**src/rtl/exconv_fp32_pck16_pipe.sv**
```systemverilog
// ============================================================================
// exconv_fp32_pck16_pipe : LANES x FP32->FP16 pack converter, 2-stage valid/ready
// Optional FP16 subnormal outputs: define FP16_DENORM_EN.      Revision: 1.0
// ============================================================================
`default_nettype none

module exconv_fp32_pck16_pipe #(
    parameter int LANES = 4
) (
    input  logic                 clock,
    input  logic                 reset_n,
    input  logic                 in_valid,
    output logic                 in_ready,
    input  logic [32*LANES-1:0]  in_data,
    input  logic [1:0]           in_mode,
    output logic                 out_valid,
    input  logic                 out_ready,
    output logic [16*LANES-1:0]  out_data,
    output logic [3:0]           out_exc,
    output logic [3:0]           sts_flags,
    input  logic                 clr_flags
);

    localparam logic [14:0] C_INF_MAG = 15'h7C00;
    localparam logic [14:0] C_MAX_MAG = 15'h7BFF;
    localparam logic [14:0] C_QNAN_HI = 15'h7E00;

    // Returns {exc[3:0] = {NV,OF,UF,NX}, half[15:0]} for one lane.
    function automatic logic [19:0] cvt_lane(input logic [31:0] f, input logic [1:0] mode);
        logic        s;
        logic [7:0]  e;
        logic [22:0] m;
        logic [14:0] mag;
        logic [14:0] sum;
        logic [14:0] ovf_mag;
        logic [3:0]  exc;
        logic        g;
        logic        st;
        logic        inc;
`ifdef FP16_DENORM_EN
        logic [7:0]  shift;
        logic [47:0] ext;
        logic        dg;
        logic        dst;
        logic        dinc;
`endif
        s       = f[31];
        e       = f[30:23];
        m       = f[22:0];
        g       = m[12];
        st      = |m[11:0];
        inc     = ~mode[0] & g & (st | m[13]);
        // A mantissa carry ripples into the exponent field through the add.
        sum     = {5'(e - 8'd112), m[22:13]} + 15'(inc);
        ovf_mag = mode[1] ? C_MAX_MAG : C_INF_MAG;
        mag     = '0;
        exc     = '0;

        if (e == 8'hFF) begin
            if (m == '0) begin
                mag = C_INF_MAG;
            end else begin
                mag    = C_QNAN_HI | {6'b0, m[21:13]};
                exc[3] = ~m[22];
            end
        end else if ((e >= 8'd143) || ((e >= 8'd113) && (sum[14:10] == 5'h1F))) begin
            mag = ovf_mag;
            exc = 4'b0101;
        end else if (e >= 8'd113) begin
            mag    = sum;
            exc[0] = g | st;
        end else if ((e != 8'd0) || (m != '0)) begin
`ifdef FP16_DENORM_EN
            shift = 8'd126 - e;
            // Beyond 24 bits of shift only a sticky remainder survives.
            if (shift > 8'd24) begin
                ext = 48'd1;
            end else begin
                ext = {1'b1, m, 24'b0} >> shift;
            end
            dg   = ext[23];
            dst  = |ext[22:0];
            dinc = ~mode[0] & dg & (dst | ext[24]);
            mag  = 15'(ext[47:24] + 24'(dinc));
            exc  = {2'b00, dg | dst, dg | dst};
`else
            exc = 4'b0011;
`endif
        end
        return {exc, s, mag};
    endfunction

    logic                  adv;
    logic [16*LANES-1:0]   cvt_data;
    logic [3:0]            cvt_exc;
    logic [19:0]           lane_res;

    logic                  s1_valid_q, s1_valid_d;
    logic [16*LANES-1:0]   s1_data_q,  s1_data_d;
    logic [3:0]            s1_exc_q,   s1_exc_d;
    logic                  out_valid_q, out_valid_d;
    logic [16*LANES-1:0]   out_data_q,  out_data_d;
    logic [3:0]            out_exc_q,   out_exc_d;
    logic [3:0]            sts_q,       sts_d;

    assign adv = ~out_valid_q | out_ready;

    always_comb begin
        cvt_data = '0;
        cvt_exc  = '0;
        lane_res = '0;
        for (int i = 0; i < LANES; i++) begin
            lane_res              = cvt_lane(in_data[32*i +: 32], in_mode);
            cvt_data[16*i +: 16]  = lane_res[15:0];
            cvt_exc               = cvt_exc | lane_res[19:16];
        end
    end

    always_comb begin
        s1_valid_d  = s1_valid_q;
        s1_data_d   = s1_data_q;
        s1_exc_d    = s1_exc_q;
        out_valid_d = out_valid_q;
        out_data_d  = out_data_q;
        out_exc_d   = out_exc_q;
        sts_d       = clr_flags ? 4'b0000 : sts_q;
        if (adv) begin
            s1_valid_d  = in_valid;
            s1_data_d   = cvt_data;
            s1_exc_d    = cvt_exc;
            out_valid_d = s1_valid_q;
            out_data_d  = s1_data_q;
            // Bubbles carry no flags into the output or the sticky status.
            out_exc_d   = s1_valid_q ? s1_exc_q : 4'b0000;
            if (s1_valid_q) begin
                sts_d = sts_d | s1_exc_q;
            end
        end
    end

    always_ff @(posedge clock or negedge reset_n) begin
        if (!reset_n) begin
            s1_valid_q  <= 1'b0;
            s1_data_q   <= '0;
            s1_exc_q    <= '0;
            out_valid_q <= 1'b0;
            out_data_q  <= '0;
            out_exc_q   <= '0;
            sts_q       <= '0;
        end else begin
            s1_valid_q  <= s1_valid_d;
            s1_data_q   <= s1_data_d;
            s1_exc_q    <= s1_exc_d;
            out_valid_q <= out_valid_d;
            out_data_q  <= out_data_d;
            out_exc_q   <= out_exc_d;
            sts_q       <= sts_d;
        end
    end

    assign in_ready  = adv;
    assign out_valid = out_valid_q;
    assign out_data  = out_data_q;
    assign out_exc   = out_exc_q;
    assign sts_flags = sts_q;

endmodule

`default_nettype wire
```
**config.mk**
```make
export PLATFORM = sky130hd
export DESIGN_NAME = exconv_fp32_pck16_pipe
export DESIGN_NICKNAME = d
export VERILOG_FILES = /design/src/rtl/exconv_fp32_pck16_pipe.sv
export SDC_FILE = /design/constraint.sdc
export NUM_CORES = 1
export LEC_CHECK = 0
export CORE_ASPECT_RATIO = 1.25
export CORE_MARGIN = 3
export CORE_UTILIZATION = 25
export CTS_CLUSTER_SIZE = 10
export DETAILED_ROUTE_END_ITERATION = 7
export GPL_ROUTABILITY_DRIVEN = 0
export SYNTH_ARGS = -nofsm -noshare
export SYNTH_HDL_FRONTEND = slang
export SYNTH_SLANG_ARGS = --single-unit
```
**constraint.sdc**
```tcl
create_clock -name clock -period 1.61 [get_ports clock]
set_input_delay 0.2415 -clock clock [delete_from_list [all_inputs] [get_ports clock]]
set_output_delay 0.2415 -clock clock [all_outputs]
set_load 0.02 [all_outputs]
```
==> impl_metrics.toml, run 1 <==
[final_layout]
drive_gt1_frac = 0.324
diodes = 0
multi_input_comb_area_mm2 = 0.00483
final_cell_area_mm2 = 0.0137
seq_area_mm2 = 0.00355
num-nets-final = 1536
synthToLayoutAreaGrowth_pct = 74.6
fill_cells = 3022

[worst_setup_path]
worstSetupPathType = "input port to flop"
max_stage_delay_ns = 0.49
startpoint = "in_mode[0]"
cp-endpoint = "s1_exc_q[0]$_DFFE_PN0N_"
worst-r2r-setup-slack_ns = -0.21
path_cells = "buf_8, nor2b_4, and2_4, ha_4, nand2_2, or3_4, xnor2_4, nor4_4, buf_4, or4_4, nor3_4, a31oi_1"
r2r_end = "s1_data_q[40]$_DFFE_PN0N_"
cp-end-kind = "flop"
cp_top_family = "simple AND/OR/NAND/NOR gates"
r2r_cells = 7
crit_slowest_cell = "or4_4"
path_depth = 12
worst_ep_arrival_time_ns = 2.39
r2r_start = "out_valid$_DFFE_PN0N_"
required_ns = 1.92
critPathMaxFanout = 3
path_buf_inv = 2
start_kind = "input port"

[detailed_routing]
routed_wl_mm = 30.3
via_per_inst = 4.82
detail-route-antenna-nets = 0
drt_iter0_markers = 447
firstDrtPassIters = 5
route.vias.total = 8727
drc = 0
drt-wirelength-per-cell_um = 16.8

[pwr]
p_leak_nw = 6.46
ir_drop_uv = 542
power_density_mw_per_mm2 = 888

[clock_tree]
cts_num_sinks = 142
clk_pin_slew_ns = 0.06
cts_buffers = 17
htree_levels = 4
cts_tree = "done"
insertion_delay_ns = 0.44
cts-root-buf = "clkbuf_16"
cts.path.max_buffers = 2

[sta]
worst_slack_ns = -0.468
period_needed_ns = 2.08
rsz0062_at_grt = "true"
clock_skew_ns = 0.0125
finalCritPeriodShare = 1.29
hold_viol = 0
maxSlewViolCount = 0
timing.fmax_mhz = 481
max-slew-margin-rel = 0.696
max_slew.worst_pin.slew_ns = 0.454
setup-violations-final = 56

[synthesis]
ys.flop_type = "dfrtp_1"
yosys_warnings = 0
async_reset_ff_frac = 1.00
synthTopCellsByArea = "dfrtp_1 (45%), nand2_1 (14%), nor2_1 (3.6%)"
synth_area_per_cell_um2 = 8.30
yosysSeqAreaShare = 0.453
syn-instance-count = 946
yosys_register_bits = 142
synth_common_cells = "nand2_1 (287), dfrtp_1 (142), nor2_1 (75)"
synth_top_area_share = 0.453
synth.distinct_cells = 73
syn_area_mm2 = 0.00785
synth_top_cell_by_area = "dfrtp_1"
synth_most_common_cell = "nand2_1"
synth_edf_count = 0
synth_nets = 1085

[global_routing]
use_met3 = 0.0334
grt_max_degree = 40
use_met2 = 0.318
grt.met1_usage = 0.207
busiest_layer = "met2"
grtUsageTotal = 0.176
grt_pass1_vias = 8824
grt_pass1_wl_mm = 46.2
antenna_found_initial = 0
gr-total-overflow = 0

[outcome]
status = "finished, violations left"
violations = "setup timing"

[run]
maxCapViolCount = 0

[floorplan]
dieArea_mm2 = 0.0336
pin_count = 209
die_h_um = 204
start_util = 0.257
coreArea_mm2 = 0.0306
fp-row-count = 71
die_w_um = 164

[place]
io_buffer_count = 208
place_hpwl_mm = 22.9
dpl-instance-area_mm2 = 0.0123
pre_cts_slack_ns = -1.32

[hold_path]
hold_path.class = "input port to flop"
placed cells by master (no fill, tap or decap), drive strengths merged, types with 33 or more instances in the layout:
master,count
buf,272
clkbuf,33
clkdlybuf4s50,58
dfrtp,142
dlygate4sd2,102
nand2,287
nand3,47
nor2,76
nor4,34
o21ai,38
worst min path at each step:
stage / cells past startpoint / end / slack (ns) / start
final: 3 / s1_data_q[24]$_DFFE_PN0N_ / 0.20 / in_data[53]
after CTS: 5 / s1_data_q[48]$_DFFE_PN0N_ / 0.23 / in_mode[0]
after floorplan: 0 / out_data[0]$_DFFE_PN0N_ / -0.05 / reset_n
after global routing: 3 / s1_data_q[24]$_DFFE_PN0N_ / 0.22 / in_data[53]
after detailed placement: 1 / out_data[34]$_DFFE_PN0N_ / 0.17 / reset_n
after global placement: 1 / out_data[34]$_DFFE_PN0N_ / 0.17 / reset_n
flip-flops by register name, summed over array words and instances, names as in the netlist:
register	count
s1_valid_q	1
s1_exc_q	4
out_data	64
out_valid	1
s1_data_q	64
out_exc	4
sts_flags	4
final cells by class:
cell class              count  area share
clock buffers              20      0.0326
clock inverters            12     0.00986
inverters                  20     0.00603
multi-input cells         744       0.353
flip-flops and latches    142       0.259
well taps                 401      0.0366
repair buffers            472       0.303
report_power, final:
| part | switching, mW | internal (mW) | leakage, nW | total (mW) |
|---|---|---|---|---|
| clock | 1.66 | 2.33 | 0.285 | 3.99 |
| sequential | 0.354 | 4.19 | 1.71 | 4.55 |
| combinational | 2.00 | 1.63 | 4.47 | 3.63 |
| total | 4.01 | 8.16 | 6.46 | 12.2 |
cells by family (layout without fill, tap and decap cells):
group / count (synthesis) / after routing / share of synthesized area
flops: 142 / 142 / 0.453
simple gates: 556 / 556 / 0.340
fa+ha+maj: 4 / 4 / 0.00638
buf+inv: 60 / 524 / 0.0309
xor+xnor: 29 / 29 / 0.0333
mux: 2 / 2 / 0.00255
compound gates: 153 / 153 / 0.134
routing by layer:
layer / wire, um / share of wire / vias to the layer above
met5: 0 / 0 / -
met3: 1370 / 0.045 / 50
met4: 745 / 0.025 / 0
li1: - / - / 4234
met1: 12200 / 0.40 / 4217
met2: 16000 / 0.53 / 226
worst register-to-register path, cell delays in order, from the launching register on:
cell and delay (ns):
dfrtp_1 0.39, nor2b_4 0.16, buf_6 0.13, buf_4 0.18, or2_2 0.35, nor3_4 0.30, o211ai_1 0.14, nand4_1 0.11
stage by stage:
| step | instances | utilization | power, mW | setup TNS (ns) | hold slack, ns |
|---|---|---|---|---|---|
| global placement | 1734 | 0.401 | 8.24 | -83.15 | 0.174 |
| CTS | 1801 | 0.438 | 12.2 | -15.63 | 0.232 |
| floorplan | 946 | - | 6.16 | -22.10 | -0.0541 |
| global route | 1811 | 0.448 | 12.8 | -18.65 | 0.218 |
| detailed placement | 1734 | 0.401 | 8.29 | -84.66 | 0.169 |
| finish | 1811 | 0.448 | 12.2 | -14.23 | 0.200 |
what timing repair did:
| item | 4_1_cts | 5_1_grt |
|---|---|---|
| gates resized for setup | 265 | 94 |
| cloned | 1 | 1 |
| endpoints found under the hold margin | 27 | 0 |
| endpoints found under the setup margin | 138 | 66 |
| pin swaps | 68 | 60 |
| setup buffers | 37 | 15 |
| hold buffers | 1 | 0 |
Power figures use the tool's default switching activity.
==> run 2: changes to the inputs <==
- CAP_MARGIN: unset -> 10
- CORE_UTILIZATION: 25 -> 45
- PLACE_DENSITY: unset -> 0.78
- SLEW_MARGIN: unset -> 5
==> run 2 against run 1 <==
  * The flow still finishes with violations (setup timing)
  * Combinational power up 2%
  * Register-to-register slack worse by 0.03 ns
  * Worst setup slack worse by 0.098 ns
  * Clock power up 5%
  * Final cell count down 9.7%
  * Utilization up 36 points
==> impl_metrics.toml, run 2 (synthesized netlist as in run 1, its figures left out) <==
[outcome]
violations = "setup timing"
status = "finished, violations left"

[place]
io_buffer_count = 208
dp.cells = 1553
dpl-instance-area_mm2 = 0.0120
place_hpwl_mm = 20.3

[worst_setup_path]
worstSetupPathType = "input port to flop"
max_stage_delay_ns = 0.54
startpoint = "in_data[118]"
critPathMaxFanout = 5
worst_ep_arrival_time_ns = 2.53
path_common_cell = "buf_4"
cp-end-kind = "flop"
path_cells = "clkdlybuf4s15_1, nand4_2, buf_6, nor4_4, mux2i_2, buf_4, o41ai_4, buf_4, or4_4, a31oi_4"
cp_top_family = "simple AND/OR/NAND/NOR gates"
required_ns = 1.96
crit_slowest_cell = "or4_4"
path_buf_inv = 4
r2r_start = "out_valid$_DFFE_PN0N_"
start_kind = "input port"

[final_layout]
layout_common_cells = "nand2_1 (281), buf_4 (229), dfrtp_1 (142), dlygate4sd2_1 (86), nor2_1 (68)"
diodes = 0
fill_cells = 1003
synthToLayoutAreaGrowth_pct = 75.4
multi_input_comb_area_mm2 = 0.00494
seq_area_mm2 = 0.00355
fin_cells = 1635
num-nets-final = 1541
drive_gt1_frac = 0.327
final_cell_area_mm2 = 0.0138
final_common_cell = "nand2_1"

[clock_tree]
cts.path.max_buffers = 2
cts_tree = "done"
cts_buffers = 17
clk_pin_slew_ns = 0.07
cts_num_sinks = 142
insertion_delay_ns = 0.42
cts-root-buf = "clkbuf_16"
htree_levels = 4

[detailed_routing]
detail-route-antenna-nets = 0
drt_iter0_markers = 855
via_per_inst = 5.80
drt-wirelength-per-cell_um = 19.1
firstDrtPassIters = 6
routed_wl_mm = 31.2
route.vias.total = 9490
drc = 0

[sta]
max_slew.worst_pin.slew_ns = 0.577
period_needed_ns = 2.18
rsz0062_at_grt = "true"
setup-violations-final = 58
maxSlewViolCount = 0
worst_slack_ns = -0.565
finalCritPeriodShare = 1.35
max-slew-margin-rel = 0.614
clock_skew_ns = 0.0134
hold_viol = 0
timing.fmax_mhz = 460

[pwr]
p_leak_nw = 6.76
ir_drop_uv = 802
power_density_mw_per_mm2 = 905

[global_routing]
grt_pass1_vias = 9316
antenna_found_initial = 1
gr-total-overflow = 0
grt_max_degree = 45
grt_pass1_wl_mm = 45.7
grtUsageTotal = 0.300

[floorplan]
fp-row-count = 53
coreArea_mm2 = 0.0170
die_h_um = 154
pin_count = 209
die_w_um = 124
start_util = 0.462
dieArea_mm2 = 0.0191

[hold_path]
hp-start = "in_data[85]"
hold_path.class = "input port to flop"

[run]
maxCapViolCount = 0
run 2: worst reg2reg max path, delay by kind of cell, from the launching register on:
kind	cells	cell delay, ns
buffers and inverters	4	0.78
AOI/OAI and AO/OA	2	0.45
DFF	1	0.37
and+or+nand+nor	1	0.15
run 2: worst paths after layout:
path | slack, ns | depth (start not counted) | end
worst min-delay path | 0.25 | 4 | s1_data_q[40]$_DFFE_PN0N_
worst max register to register | -0.24 | 7 | s1_data_q[52]$_DFFE_PN0N_
worst max-delay path | -0.57 | 10 | s1_data_q[53]$_DFFE_PN0N_
worst min register to register | 0.46 | 2 | out_data[15]$_DFFE_PN0N_
min in group asynchronous | 0.33 | 2 | out_data[25]$_DFFE_PN0N_
max in group asynchronous | 0.72 | 3 | s1_data_q[31]$_DFFE_PN0N_
run 2: routing by layer:
| metal | part of all wire | GRT usage |
|---|---|---|
| met3 | 0.059 | 0.0394 |
| met1 | 0.36 | 0.342 |
| met4 | 0.053 | 0.148 |
| met2 | 0.52 | 0.540 |
| met5 | 0.00042 | 0 |
run 2: metrics by stage:
stage / setup slack, ns / hold slack, ns / power [mW] / TNS (ns) / util
4_1_cts: -0.553 / 0.270 / 12.3 / -20.75 / 0.777
3_5_place_dp: -1.29 / 0.206 / 8.20 / -77.68 / 0.706
6_report: -0.565 / 0.254 / 12.5 / -19.85 / 0.811
2_1_floorplan: -0.675 / -0.0541 / 6.16 / -22.10 / -
5_1_grt: -0.639 / 0.268 / 12.9 / -23.93 / 0.811
3_3_place_gp: -1.22 / 0.197 / 8.09 / -72.47 / 0.706
run 2: area by class of cell:
class                           instances  share of cell area
Multi-Input combinational cell        744               0.359
Timing Repair Buffer                  477               0.312
Sequential cell                       142               0.258
Clock buffer                           17              0.0309
Tap cell                              220              0.0200
Clock inverter                         15              0.0143
Inverter                               20             0.00564
run 2: where the power goes:
part / switching [mW] / leakage [nW] / internal [mW]
clock network: 1.68 / 0.296 / 2.49
logic: 2.09 / 4.76 / 1.63
registers: 0.374 / 1.71 / 4.19
total: 4.15 / 6.76 / 8.31
run 2: what timing repair did:
action                                 in CTS  in global routing
setup buffers                              36                 23
hold buffers                                1                  0
pin swaps                                  65                 66
gates cloned                                2                  0
setup endpoints to repair                 131                 72
gates resized for setup                   231                139
endpoints found under the hold margin      38                  0
==> run 3: changes to the inputs <==
--- a/config.mk
+++ b/config.mk
@@ -9,3 +9,2 @@
 export CORE_ASPECT_RATIO = 1.25
-export CORE_MARGIN = 3
 export CORE_UTILIZATION = 45
@@ -19 +18,2 @@
 export SYNTH_SLANG_ARGS = --single-unit
+export TNS_END_PERCENT = 10
--- a/constraint.sdc
+++ b/constraint.sdc
@@ -3,2 +3,2 @@
 set_output_delay 0.2415 -clock clock [all_outputs]
-set_load 0.02 [all_outputs]
+set_load 0.005 [all_outputs]
==> run 3 against run 2 <==
  * The run still ends with setup timing left
  * Maximum frequency rose by 5.0%
  * First-iteration DRC count fell by 30%
  * Sequential share of layout area rose by 1.3 points
  * Utilization fell by 3.7 points
  * Largest cell class unchanged
  * Global-route usage rose by 0.73 points
  * Clock power fell by 5.7%
  * Largest power group unchanged
  * Worst setup slack improved by 0.10 ns
  * Worst hold slack got worse by 0.10 ns
  * Register-to-register slack barely moved
  * Count of clock-buffer cells in the layout rose by 3
  * Final cell count fell by 1.9%
  * Cell area fell by 4.9%
==> impl_metrics.toml, run 3 (synthesized netlist as in run 1, its figures left out) <==
[clock_tree]
cts-root-buf = "clkbuf_16"
clk_pin_slew_ns = 0.06
cts_buffers = 17
cts_tree = "done"
insertion_delay_ns = 0.43
cts_num_sinks = 142
cts.path.max_buffers = 2
htree_levels = 4

[pwr]
power.share.combinational = 0.277
clkPwrFrac = 0.335
p_leak_nw = 6.13
netSwitchingPower_mw = 3.49
power_density_mw_per_mm2 = 901
intPower_mw = 8.29
swShare = 0.296
ir_drop_uv = 817
seqPwrFrac = 0.388
total_power_mw = 11.8

[sta]
max_slew.worst_pin.slew_ns = 0.434
clock_skew_ns = 0.00724
setup-violations-final = 59
rsz0062_at_grt = "true"
max-slew-margin-rel = 0.711
period_needed_ns = 2.07
tns_ns = -16.28
hold_viol = 0
hold-worst-slack_ns = 0.151
timing.fmax_mhz = 483
maxSlewViolCount = 0
worst_slack_ns = -0.462
finalCritPeriodShare = 1.29

[final_layout]
layout_common_cells = "nand2_1 (282), buf_4 (214), dfrtp_1 (142), clkdlybuf4s50_1 (135), nor2_1 (68)"
synthToLayoutAreaGrowth_pct = 66.7
num-nets-final = 1510
fin_util = 0.774
final_common_cell = "nand2_1"
drive_gt1_frac = 0.284
final_cell_area_mm2 = 0.0131
diodes = 0
fill_cells = 1136
fin_cells = 1604

[global_routing]
use_met3 = 0.0541
grtUsageTotal = 0.307
antenna_found_initial = 0
use_met2 = 0.560
grt_pass1_wl_mm = 43.1
grt.met1_usage = 0.341
grt_pass1_vias = 8966
gr-total-overflow = 0
busiest_layer = "met2"
grt_max_degree = 43

[floorplan]
die_h_um = 150
start_util = 0.464
pin_count = 209
die_w_um = 120
fp-row-count = 53
coreArea_mm2 = 0.0169
dieArea_mm2 = 0.0180

[worst_setup_path]
path_buf_inv = 2
crit_slowest_cell = "or4_4"
path_cells = "buf_12, nor2b_4, and2_4, ha_4, nand2_2, or3_4, xnor2_4, nor4_4, buf_4, or4_4, nor3_4, a31oi_1"
worstSetupPathType = "input port to flop"
worst-r2r-setup-slack_ns = -0.24
required_ns = 1.92
cp-end-kind = "flop"
max_stage_delay_ns = 0.49
cp_top_family = "simple AND/OR/NAND/NOR gates"
start_kind = "input port"
worst_ep_arrival_time_ns = 2.38
critPathMaxFanout = 4

[place]
dpl-instance-area_mm2 = 0.0118
dp.cells = 1544
io_buffer_count = 208
pre_cts_slack_ns = -1.42
place_hpwl_mm = 19.8

[outcome]
status = "finished, violations left"
violations = "setup timing"

[hold_path]
hold_path.class = "input port to flop"

[detailed_routing]
drc = 0
drt_iter0_markers = 599
routed_wl_mm = 28.3
detail-route-antenna-nets = 0
via_per_inst = 5.62
route.vias.total = 9008
firstDrtPassIters = 5
drt-wirelength-per-cell_um = 17.6

[run]
maxCapViolCount = 0
-- run 3: cell count changes in the layout (fill, tap and decap cells not counted), moves of 7 or more --
cell             change
clkdlybuf4s50_1     +85
dlymetal6s2s_1      -24
a31oi_4              -7
buf_4               -15
dlygate4sd2_1       -49
nor4_1               +7
clkdlybuf4s15_1      -8
buf_6               -16
-- run 3: worst min-delay path: stages --
cell       delay, ns
clkbuf_2        0.15
nand3_1         0.08
o2111ai_1       0.07
-- run 3: layer usage --
layer  part of all wire  vias to the layer above
met5                  0                        -
met3              0.063                       87
met4              0.038                        0
met1               0.37                     4296
met2               0.53                      445
li1                   -                     4180
-- run 3: final timing paths --
check,end,depth (start not counted),startpoint
worst max-delay path,s1_exc_q[0]$_DFFE_PN0N_,12,in_mode[0]
worst min-delay path,s1_data_q[32]$_DFFE_PN0N_,3,in_data[77]
max in group asynchronous,out_data[36]$_DFFE_PN0N_,3,reset_n
worst max register to register,s1_data_q[16]$_DFFE_PN0N_,8,out_valid$_DFFE_PN0N_
min in group asynchronous,out_data[22]$_DFFE_PN0N_,2,reset_n
worst min register to register,out_data[63]$_DFFE_PN0N_,2,out_data[63]$_DFFE_PN0N_
-- run 3: power by group through the flow --
stage | clock network, mW | logic (mW) | registers (mW)
CTS | 3.96 | 3.17 | 4.56
global route | 4.13 | 3.53 | 4.64
detailed placement | 0 | 3.10 | 4.62
floorplan | 0 | 1.10 | 4.57
finish | 3.94 | 3.27 | 4.57
global placement | 0 | 3.01 | 4.58
-- run 3: cell type report --
cell class / instances / area, um2 / area share
clock buffer: 20 / 447 / 0.0341
clock inverter: 12 / 138 / 0.0105
inverter: 20 / 77.6 / 0.00593
multi-input combinational: 744 / 4590 / 0.351
sequential: 142 / 3550 / 0.272
tap: 220 / 275 / 0.0210
timing repair buffer: 446 / 4000 / 0.306
-- run 3: repair_timing --
item                       4_1_cts  5_1_grt
buffers inserted                15       12
resized for setup              129       87
setup endpoints to repair       66       66
cloned                           0        1
hold buffers                     1        0
hold endpoints to repair        39        0
pin swaps                       40       42
